--- config.mk ---
export PLATFORM = sky130hd
export DESIGN_NAME = alu_sequencer
export DESIGN_NICKNAME = d
export VERILOG_FILES = /design/src/rtl/alu_seq_pkg.sv /design/src/rtl/alu_sequencer_rr_arb2.sv /design/src/rtl/alu_sequencer.sv
export SDC_FILE = /design/constraint.sdc
export NUM_CORES = 1
export LEC_CHECK = 0
export ABC_AREA = 1
export CORE_MARGIN = 8
export CORE_UTILIZATION = 43
export DETAILED_ROUTE_END_ITERATION = 6
export PLACE_DENSITY = 0.81
export SYNTH_ARGS = -nofsm -noshare
export SYNTH_HDL_FRONTEND = slang
export SYNTH_SLANG_ARGS = --single-unit
--- constraint.sdc ---
create_clock -name clk -period 2.5 [get_ports clk]
set_input_delay 0.625 -clock clk [delete_from_list [all_inputs] [get_ports clk]]
set_output_delay 0.625 -clock clk [all_outputs]
set_load 0.1 [all_outputs]
--- src/rtl/alu_seq_pkg.sv ---
// Shared types and constants for the two-requester ALU sequencer.
// Op codes, ALU command encodings, FSM states and response fill values.
package alu_seq_pkg;

    typedef enum logic [2:0] {
        OP_ADD = 3'd0,
        OP_SUB = 3'd1,
        OP_AND = 3'd2,
        OP_MUL = 3'd3,
        OP_DIV = 3'd4
    } op_e;

    typedef enum logic [2:0] {
        ALU_ADD = 3'd0,
        ALU_SUB = 3'd1,
        ALU_AND = 3'd2,
        ALU_MP0 = 3'd3,
        ALU_MP1 = 3'd4,
        ALU_DV0 = 3'd5,
        ALU_DV1 = 3'd6
    } alu_cmd_e;

    typedef enum logic [1:0] {
        S_IDLE  = 2'd0,
        S_EXEC1 = 2'd1,
        S_EXEC2 = 2'd2,
        S_RESP  = 2'd3
    } state_e;

    localparam logic [14:0] DIVZ_FILL = 15'h7FFF;
    localparam logic [14:0] ERR_FILL  = 15'h0000;

    function automatic logic is_two_pass(input logic [2:0] op);
        return (op == OP_MUL) || (op == OP_DIV);
    endfunction

    function automatic alu_cmd_e first_cmd(input logic [2:0] op);
        case (op)
            OP_SUB:  return ALU_SUB;
            OP_AND:  return ALU_AND;
            OP_MUL:  return ALU_MP0;
            OP_DIV:  return ALU_DV0;
            default: return ALU_ADD;
        endcase
    endfunction

    function automatic alu_cmd_e second_cmd(input logic [2:0] op);
        return (op == OP_DIV) ? ALU_DV1 : ALU_MP1;
    endfunction

endpackage

--- src/rtl/alu_sequencer_rr_arb2.sv ---
// Two-way round-robin arbiter; r_prio names the requester favoured on a tie.
// The pointer moves to the other requester only when a grant is accepted.
module rr_arb2 (
    input  logic clk,
    input  logic rst_n,
    input  logic i_valid0,
    input  logic i_valid1,
    input  logic i_accept,
    output logic o_gnt0,
    output logic o_gnt1
);

    logic r_prio;

    always_comb begin
        o_gnt0 = i_valid0 & (~i_valid1 | ~r_prio);
        o_gnt1 = i_valid1 & (~i_valid0 |  r_prio);
    end

    always_ff @(posedge clk or negedge rst_n) begin
        if (!rst_n) begin
            r_prio <= 1'b0;
        end else if (i_accept) begin
            r_prio <= o_gnt0;
        end
    end

endmodule

--- src/rtl/alu_sequencer.sv ---
// Front end for a shared combinational ALU: arbitrates two requesters, issues
// one or two ALU commands per operation and returns a tagged response.
module alu_sequencer
    import alu_seq_pkg::*;
#(
    parameter int OPW  = 16,
    parameter int RESW = 15
) (
    input  logic            clk,
    input  logic            rst_n,
    input  logic            req0_valid,
    output logic            req0_ready,
    input  logic [2:0]      req0_op,
    input  logic [OPW-1:0]  req0_a,
    input  logic [OPW-1:0]  req0_b,
    input  logic            req1_valid,
    output logic            req1_ready,
    input  logic [2:0]      req1_op,
    input  logic [OPW-1:0]  req1_a,
    input  logic [OPW-1:0]  req1_b,
    output logic [OPW-1:0]  alu_a,
    output logic [OPW-1:0]  alu_b,
    output logic [2:0]      alu_command,
    input  logic [RESW-1:0] alu_result,
    output logic            rsp_valid,
    input  logic            rsp_ready,
    output logic            rsp_id,
    output logic [RESW-1:0] rsp_hi,
    output logic [RESW-1:0] rsp_lo,
    output logic            rsp_err
);

    state_e          r_state;
    state_e          w_next;
    logic [2:0]      r_op;
    logic [OPW-1:0]  r_a;
    logic [OPW-1:0]  r_b;
    logic            r_id;
    logic [RESW-1:0] r_hi;
    logic [RESW-1:0] r_lo;
    logic            r_err;

    logic            w_gnt0;
    logic            w_gnt1;
    logic            w_accept;
    logic [2:0]      w_op;
    logic [OPW-1:0]  w_a;
    logic [OPW-1:0]  w_b;
    logic            w_illegal;
    logic            w_divz;

    rr_arb2 u_arb (
        .clk      (clk),
        .rst_n    (rst_n),
        .i_valid0 (req0_valid),
        .i_valid1 (req1_valid),
        .i_accept (w_accept),
        .o_gnt0   (w_gnt0),
        .o_gnt1   (w_gnt1)
    );

    always_comb begin
        w_accept   = (r_state == S_IDLE) & (w_gnt0 | w_gnt1);
        req0_ready = (r_state == S_IDLE) & w_gnt0;
        req1_ready = (r_state == S_IDLE) & w_gnt1;
        w_op       = w_gnt1 ? req1_op : req0_op;
        w_a        = w_gnt1 ? req1_a  : req0_a;
        w_b        = w_gnt1 ? req1_b  : req0_b;
        w_illegal  = (w_op > OP_DIV);
        // A divisor of 0 or 1 in the upper bits is treated as divide by zero.
        w_divz     = (w_op == OP_DIV) && (w_b[OPW-1:1] == '0);
    end

    always_comb begin
        w_next      = r_state;
        alu_a       = '0;
        alu_b       = '0;
        alu_command = ALU_ADD;
        case (r_state)
            S_IDLE: begin
                if (w_accept) begin
                    w_next = (w_illegal || w_divz) ? S_RESP : S_EXEC1;
                end
            end
            S_EXEC1: begin
                alu_a       = r_a;
                alu_b       = r_b;
                alu_command = first_cmd(r_op);
                w_next      = is_two_pass(r_op) ? S_EXEC2 : S_RESP;
            end
            S_EXEC2: begin
                alu_a       = r_a;
                alu_b       = r_b;
                alu_command = second_cmd(r_op);
                w_next      = S_RESP;
            end
            S_RESP: begin
                if (rsp_ready) begin
                    w_next = S_IDLE;
                end
            end
            default: w_next = S_IDLE;
        endcase
    end

    always_ff @(posedge clk or negedge rst_n) begin
        if (!rst_n) begin
            r_state <= S_IDLE;
        end else begin
            r_state <= w_next;
        end
    end

    always_ff @(posedge clk or negedge rst_n) begin
        if (!rst_n) begin
            r_op  <= '0;
            r_a   <= '0;
            r_b   <= '0;
            r_id  <= 1'b0;
            r_hi  <= '0;
            r_lo  <= '0;
            r_err <= 1'b0;
        end else begin
            case (r_state)
                S_IDLE: begin
                    if (w_accept) begin
                        r_op  <= w_op;
                        r_a   <= w_a;
                        r_b   <= w_b;
                        r_id  <= w_gnt1;
                        r_err <= w_illegal | w_divz;
                        if (w_divz && !w_illegal) begin
                            r_hi <= RESW'(DIVZ_FILL);
                            r_lo <= RESW'(DIVZ_FILL);
                        end else begin
                            r_hi <= RESW'(ERR_FILL);
                            r_lo <= RESW'(ERR_FILL);
                        end
                    end
                end
                S_EXEC1: begin
                    if (is_two_pass(r_op)) begin
                        r_hi <= alu_result;
                    end else begin
                        r_lo <= alu_result;
                    end
                end
                S_EXEC2: r_lo <= alu_result;
                default: ;
            endcase
        end
    end

    always_comb begin
        rsp_valid = (r_state == S_RESP);
        rsp_id    = r_id;
        rsp_hi    = r_hi;
        rsp_lo    = r_lo;
        rsp_err   = r_err;
    end

endmodule

==> results of run 1 <==
[cell type report]
class                           instances  area [um2]
Timing Repair Buffer                  175        2070
Inverter                               49         221
Sequential cell                        70        1750
Multi-Input combinational cell        338        1700
Clock buffer                            9         124
Fill cell                             660        2520
Tap cell                              108         135
Clock inverter                          7        73.8
[cells by family (layout without fill, tap and decap cells)]
logic type      count (synthesis)  count (layout)  synth area share
simple gates                  226             226             0.266
compound gates                108             108             0.155
buf+inv                        81             240            0.0981
flops                          70              70             0.467
fa+ha+maj                       4               4            0.0133
[repair_timing]
item | 4_1_cts | 5_1_grt
buffers inserted | 0 | 1
resized for setup | 2 | 8
endpoints found under the setup margin | 22 | 36
[synth_stat cells (3+ instances only)]
library cell,n,area share
nand2_1,95,0.095
nor2_1,71,0.071
dfrtp_1,70,0.47
a21oi_1,63,0.084
inv_1,47,0.047
nand3_1,38,0.051
a31oi_1,33,0.055
buf_2,12,0.016
clkbuf_1,12,0.012
o21ai_0,10,0.013
nand2_2,7,0.012
buf_6,5,0.015
ha_1,4,0.013
nor2_2,4,0.0067
buf_4,3,0.0060
or2_2,3,0.0050
[state kept, by name, indices dropped and copies added (netlist names)]
signal and cells:
r_state 2, rsp_err 1, r_op 3, rsp_hi 15, rsp_id 1, r_a 16
u_arb.r_prio 1, r_b 16, rsp_lo 15
[worst paths after layout]
check / slack, ns / startpoint / to / depth (start not counted)
min: 0.32 / rst_n / rsp_lo[7]$_DFFE_PN0P_ / 1
max reg2reg: 0.44 / r_state[0]$_DFFE_PN0P_ / rsp_hi[6]$_DFFE_PN0P_ / 10
min reg2reg: 0.54 / rsp_hi[3]$_DFFE_PN0P_ / rsp_hi[3]$_DFFE_PN0P_ / 2
max: 0.08 / req0_valid / req0_ready / 5
max in group asynchronous: 1.50 / rst_n / r_a[14]$_DFFE_PN0P_ / 2
min in group clk: 0.54 / rsp_hi[3]$_DFFE_PN0P_ / rsp_hi[3]$_DFFE_PN0P_ / 2
[critical path: cells and delay by family]
family	cells	cell delay, ns
AND/OR/NAND/NOR	1	0.14
buffers and inverters	4	1.02
[per-stage QoR]
stage / setup WS, ns / util / area [um2]
2_1_floorplan: 0.0184 / - / 3830
3_3_place_gp: 0.0548 / 0.677 / 5820
3_5_place_dp: -0.0559 / 0.677 / 5820
4_1_cts: -0.00190 / 0.701 / 6020
5_1_grt: 0.0420 / 0.706 / 6070
6_report: 0.0819 / 0.706 / 6070
[layout by cell type (no fill, tap or decap), types with 2 or more instances in the layout]
| cell | netlist | layout |
|---|---|---|
| or2_2 | 3 | 3 |
| clkinvlp_4 | 0 | 11 |
| nand3_1 | 38 | 38 |
| nor2_2 | 4 | 3 |
| nand2_2 | 7 | 8 |
| buf_4 | 3 | 43 |
| a21oi_1 | 63 | 62 |
| buf_12 | 0 | 42 |
| clkdlybuf4s50_1 | 0 | 87 |
| nand2_1 | 95 | 94 |
| clkinv_4 | 0 | 2 |
| inv_1 | 47 | 37 |
| nor2_1 | 71 | 71 |
| clkinv_2 | 0 | 2 |
| nand3_4 | 2 | 2 |
| ha_1 | 4 | 3 |
| nor2_4 | 2 | 3 |
| clkbuf_8 | 0 | 9 |
| a31oi_1 | 33 | 33 |
| inv_2 | 2 | 2 |
| dfrtp_1 | 70 | 70 |
| o21ai_0 | 10 | 9 |
[metal layers]
metal	share of wire	vias to the layer above	global-route usage	wire (um)
met4	0.027	0	0.0820	333
met5	0	-	0	0
met1	0.39	1857	0.238	4760
li1	-	1894	-	-
met2	0.47	182	0.341	5820
met3	0.12	28	0.0932	1430
==> run metrics, run 1 <==
count of final hold-check violations=0; Critical Path AT=between 1.5 and 2 ns; Clock Tree Buf Depth=2; layout cell share with drive strength beyond 1=0.218; root buf cell=clkbuf_8; min-delay worst type=input port to asynchronous set/reset pin; # IOs=160; slowest CP cell=clkdlybuf4s50_1; clk slew on worst S/H paths=roughly 0.080 ns; clock skew after layout=between 0.009 and 0.01 ns; Tmin final=between 2 and 2.5 ns; worst endpoint required time=about 1.9 ns; Syn Nets=approximately 580; placed cells=around 740; Max stage delay on crit path=approximately 0.53 ns; Post-synth EDFFs=0; # hold bufs at CTS=0; CP Launch Type=input port; Core Region=between 8000 and 9000 um2; Port Buffers=159; Vias=3,961; die area=between 10,000 and 15,000 um2; Synth Flop Type=dfrtp_1; Seq/Total Area, Yosys=0.467; die height=around 110 um; Clock Latency Late Sink=~0.35 ns; Num CTS Buffers=9; RSZ-0062 raised after global routing=false; nets=737; Syn-to-layout area delta=61.8%; Tcrit/Tclk final=0.967; DRT antenna net count=0; routability cong.=around 0.88; residual DRC count=0; Slew @ Worst Pin=0.706 ns; H-tree levels=3; setup violators final=0; total wire length=about 12,000 um; 1st-iter DRT viols=between 200 and 250; Post-DP HPWL=9740 um; outcome=finished, final reports clean; count of different cell masters after synthesis=24; relative slew slack=0.529; Mapped Cells=489; Post-Syn Area=between 3000 and 4000 um2; largest net degree at the start of global routing=41; gr usage total=0.210; initial antenna violation count=0; WL per Instance=~16 um; cell row count=34; share of flip-flops with an asynchronous set or reset=1.00; Slew Limit Fails=0; Hold WS=about 0.32 ns; CP endpoint kind=output port; WS Path Type=input port to output port; clock sinks=70; Initial Util=0.436; ant diodes=0; crit-path cells=clkdlybuf4s50_1 -> buf_4 -> nand3_1 -> inv_1 -> buf_12; Synth Area per Inst=around 7.7 um2; Syn. warnings=0; #FFs+latches synth=70; number of global-route vias before repair=4,105; Pre-antenna DRT Iters=4; grt ovf=0; Max Clk Rate=around 0.41 GHz; number of vias per cell=5.24; first-pass GRT wire length=19,800 um; final std cells w/o fill=approximately 760; max cap viols=0; CP max FO=3; Die Wd=between 100 and 150 um; setup TNS=0 ns; TritonCTS clock tree=done
Power of run 1 is not shown: default switching activity piles up to over one toggle a cycle in this logic, so the estimate is an artifact.
==> run 2, diff against run 1 <==
Settings changed: ABC_AREA 1 to 0, CORE_UTILIZATION 43 to 42, PLACE_DENSITY 0.81 to 0.8.
==> run metrics, run 2 <==
die height=109 um (-0.61%); largest net degree at the start of global routing=41 (unchanged); grt ovf=0 (unchanged); initial antenna violation count=0 (unchanged); Syn Nets=493 (-15%); WS Path Type=flip-flop to output port; most frequent cell after synthesis=nand2_1; residual DRC count=0 (unchanged); outcome=finished, final reports clean; # IOs=160 (unchanged); relative slew slack=0.650 (+0.121); Critical Path AT=1.78 ns (about the same); die area=11,800 um2 (-1.2%); WL per Instance=17.5 um (+7.2%); Critical path buffers and inverters=3 (-1); Syn-to-layout area delta=65.0%; Max Clk Rate=0.417 GHz (+0.75%); Die Wd=109 um (-0.61%); slowest CP cell=dfrtp_1; clock sinks=70 (unchanged); number of vias per cell=5.24 (about the same); count of final hold-check violations=0 (unchanged); CP endpoint kind=output port; Clock Tree Buf Depth=2 (unchanged); nets=648 (-12%); Tcrit/Tclk final=0.960 (-0.00716); crit-path cells=inv_1 -> ha_4 -> buf_12 -> and2_1 -> buf_12; share of flip-flops with an asynchronous set or reset=1.00 (unchanged); Synth Flop Type=dfrtp_1; RSZ-0062 raised after global routing=false; 1st-iter DRT viols=188 (-21%); CP max FO=27 (+24); top-area cell type share of the netlist area=0.485 (+0.0180); min-delay worst type=input port to asynchronous set/reset pin; top post-synthesis cells by count=nand2_1, dfrtp_1, o21ai_0; CP Launch Type=flip-flop; R2R cell count=8 (-2); Pre-antenna DRT Iters=4 (unchanged); worst reg2reg setup slack=0.60 ns (+0.16 ns); most used cell, CP=buf_12; Stages on worst setup path=5 (unchanged); top cells by area, synth=dfrtp_1, mux2i_1, nand2_1; critical path's top delay family=buffers and inverters; Slew @ Worst Pin=0.524 ns (-0.182 ns); DRT antenna net count=0 (unchanged); Clock Latency Late Sink=0.34 ns (about the same); Syn. warnings=0 (unchanged); cell row count=34 (unchanged); Core Region=8510 um2 (-0.99%); number of global-route vias before repair=3,728 (-9.2%); #FFs+latches synth=70 (unchanged); worst r2r src=r_state[1]$_DFFE_PN0P_; layout cell share with drive strength beyond 1=0.200 (-0.0172); Mapped Cells=399 (-18%); routability cong.=0.905 (+2.5%); biggest regs=r_a x16, r_b x16; final std cells w/o fill=667 (-12%); leading area contributor after synthesis=dfrtp_1; Reg2Reg Capture Point=rsp_hi[4]$_DFFE_PN0P_; # hold bufs at CTS=0 (unchanged); Post-Syn Area=3610 um2 (-3.7%); max cap viols=0 (unchanged); Tmin final=2.40 ns (-0.0179 ns); commonest non-fill, non-tap cell in the layout=clkdlybuf4s50_1; Post-synth EDFFs=0 (unchanged); most frequent cells in the layout=clkdlybuf4s50_1, nand2_1, dfrtp_1; Initial Util=0.424 (-0.0120); worst endpoint required time=1.88 ns (about the same); setup TNS=0 ns (unchanged); Max stage delay on crit path=0.41 ns (-0.12 ns); Synth Area per Inst=9.05 um2 (+18%); first-pass GRT wire length=18,300 um (-7.5%); TritonCTS clock tree=done; root buf cell=clkbuf_8; count of different cell masters after synthesis=31 (+29%); H-tree levels=3 (unchanged); clock skew after layout=0.0112 ns (+0.00139 ns); Post-DP HPWL=9420 um (-3.2%); ant diodes=0 (unchanged); Slew Limit Fails=0 (unchanged); setup violators final=0 (unchanged); final worst slack=0.0998 ns (+0.0179 ns); Vias=3,497 (-12%); placed cells=650 (-12%); Place WS=-0.0659 ns (-0.00995 ns); gr usage total=0.199 (-0.0111); Num CTS Buffers=9 (unchanged); Port Buffers=159 (unchanged); Seq/Total Area, Yosys=0.485 (+0.0180); total wire length=11,700 um (-5.5%); clk slew on worst S/H paths=0.08 ns (about the same)
-- run 2: changes by cell type after synthesis, moves of 4 or more --
| cell | delta |
|---|---|
| a21oi_1 | -58 |
| inv_1 | -41 |
| and2_1 | +35 |
| nand3_1 | -35 |
| mux2i_1 | +34 |
| nor2_1 | -33 |
| o21ai_0 | +31 |
| nand2_1 | -20 |
| nand2_2 | -7 |
| clkbuf_1 | +6 |
| nor4_1 | +6 |
| buf_2 | -5 |
| nor2_2 | -4 |
-- run 2: logic make-up (layout without fill, tap and decap cells) --
group	count (synthesis)	count (layout)	synth area share
simple gates	168	168	0.216
compound gates	88	88	0.145
flops	70	70	0.485
mux	35	35	0.0981
buf+inv	34	194	0.0419
fa+ha+maj	4	4	0.0139
-- run 2: final cells by class --
class                      instances  area [um2]
tap                              108         135
clock inverter                     6         134
multi-input combinational        295        1760
clock buffer                      10         128
sequential                        70        1750
timing repair buffer             172        2020
inverter                           6        22.5
fill                             653        2550
-- run 2: stage by stage --
step | hold WS [ns] | area, um2 | utilization
after floorplan | 0.329 | 3640 | -
after global placement | 0.453 | 5680 | 0.667
after detailed placement | 0.463 | 5680 | 0.667
after CTS | 0.221 | 5950 | 0.699
after global routing | 0.231 | 5960 | 0.700
final | 0.213 | 5960 | 0.700
-- run 2: how the worst max path moves through the flow --
stage	endpoint	start	slack [ns]
after floorplan	alu_command[0]	r_state[1]$_DFFE_PN0P_	-0.27
after global placement	rsp_lo[5]$_DFFE_PN0P_	req1_b[7]	0.0002
after detailed placement	rsp_lo[14]$_DFFE_PN0P_	req0_b[7]	-0.07
after CTS	alu_a[11]	r_state[0]$_DFFE_PN0P_	0.06
after global routing	alu_a[8]	r_state[1]$_DFFE_PN0P_	0.02
final	alu_a[11]	r_state[1]$_DFFE_PN0P_	0.1
-- run 2: per-layer routing --
metal	global-route usage	share of wire	vias to the layer above
met5	0	0	-
met4	0.0733	0.019	0
met3	0.0987	0.13	20
met2	0.310	0.45	167
met1	0.232	0.40	1631
li1	-	-	1679
-- run 2: worst reg2reg max path, delay by kind of cell, from the launching register on --
| family | cells | cell delay, ns |
|---|---|---|
| compound gates | 2 | 0.29 |
| fa+ha+maj | 1 | 0.27 |
| buf+inv | 3 | 0.54 |
| flops | 1 | 0.41 |
| simple gates | 2 | 0.31 |
-- run 2: repair_timing --
item / CTS / global route
setup buffers: 0 / 1
endpoints found under the setup margin: 27 / 4
cloned: 0 / 0
gates resized for setup: 2 / 0
Power of run 2 is left out for the same reason.
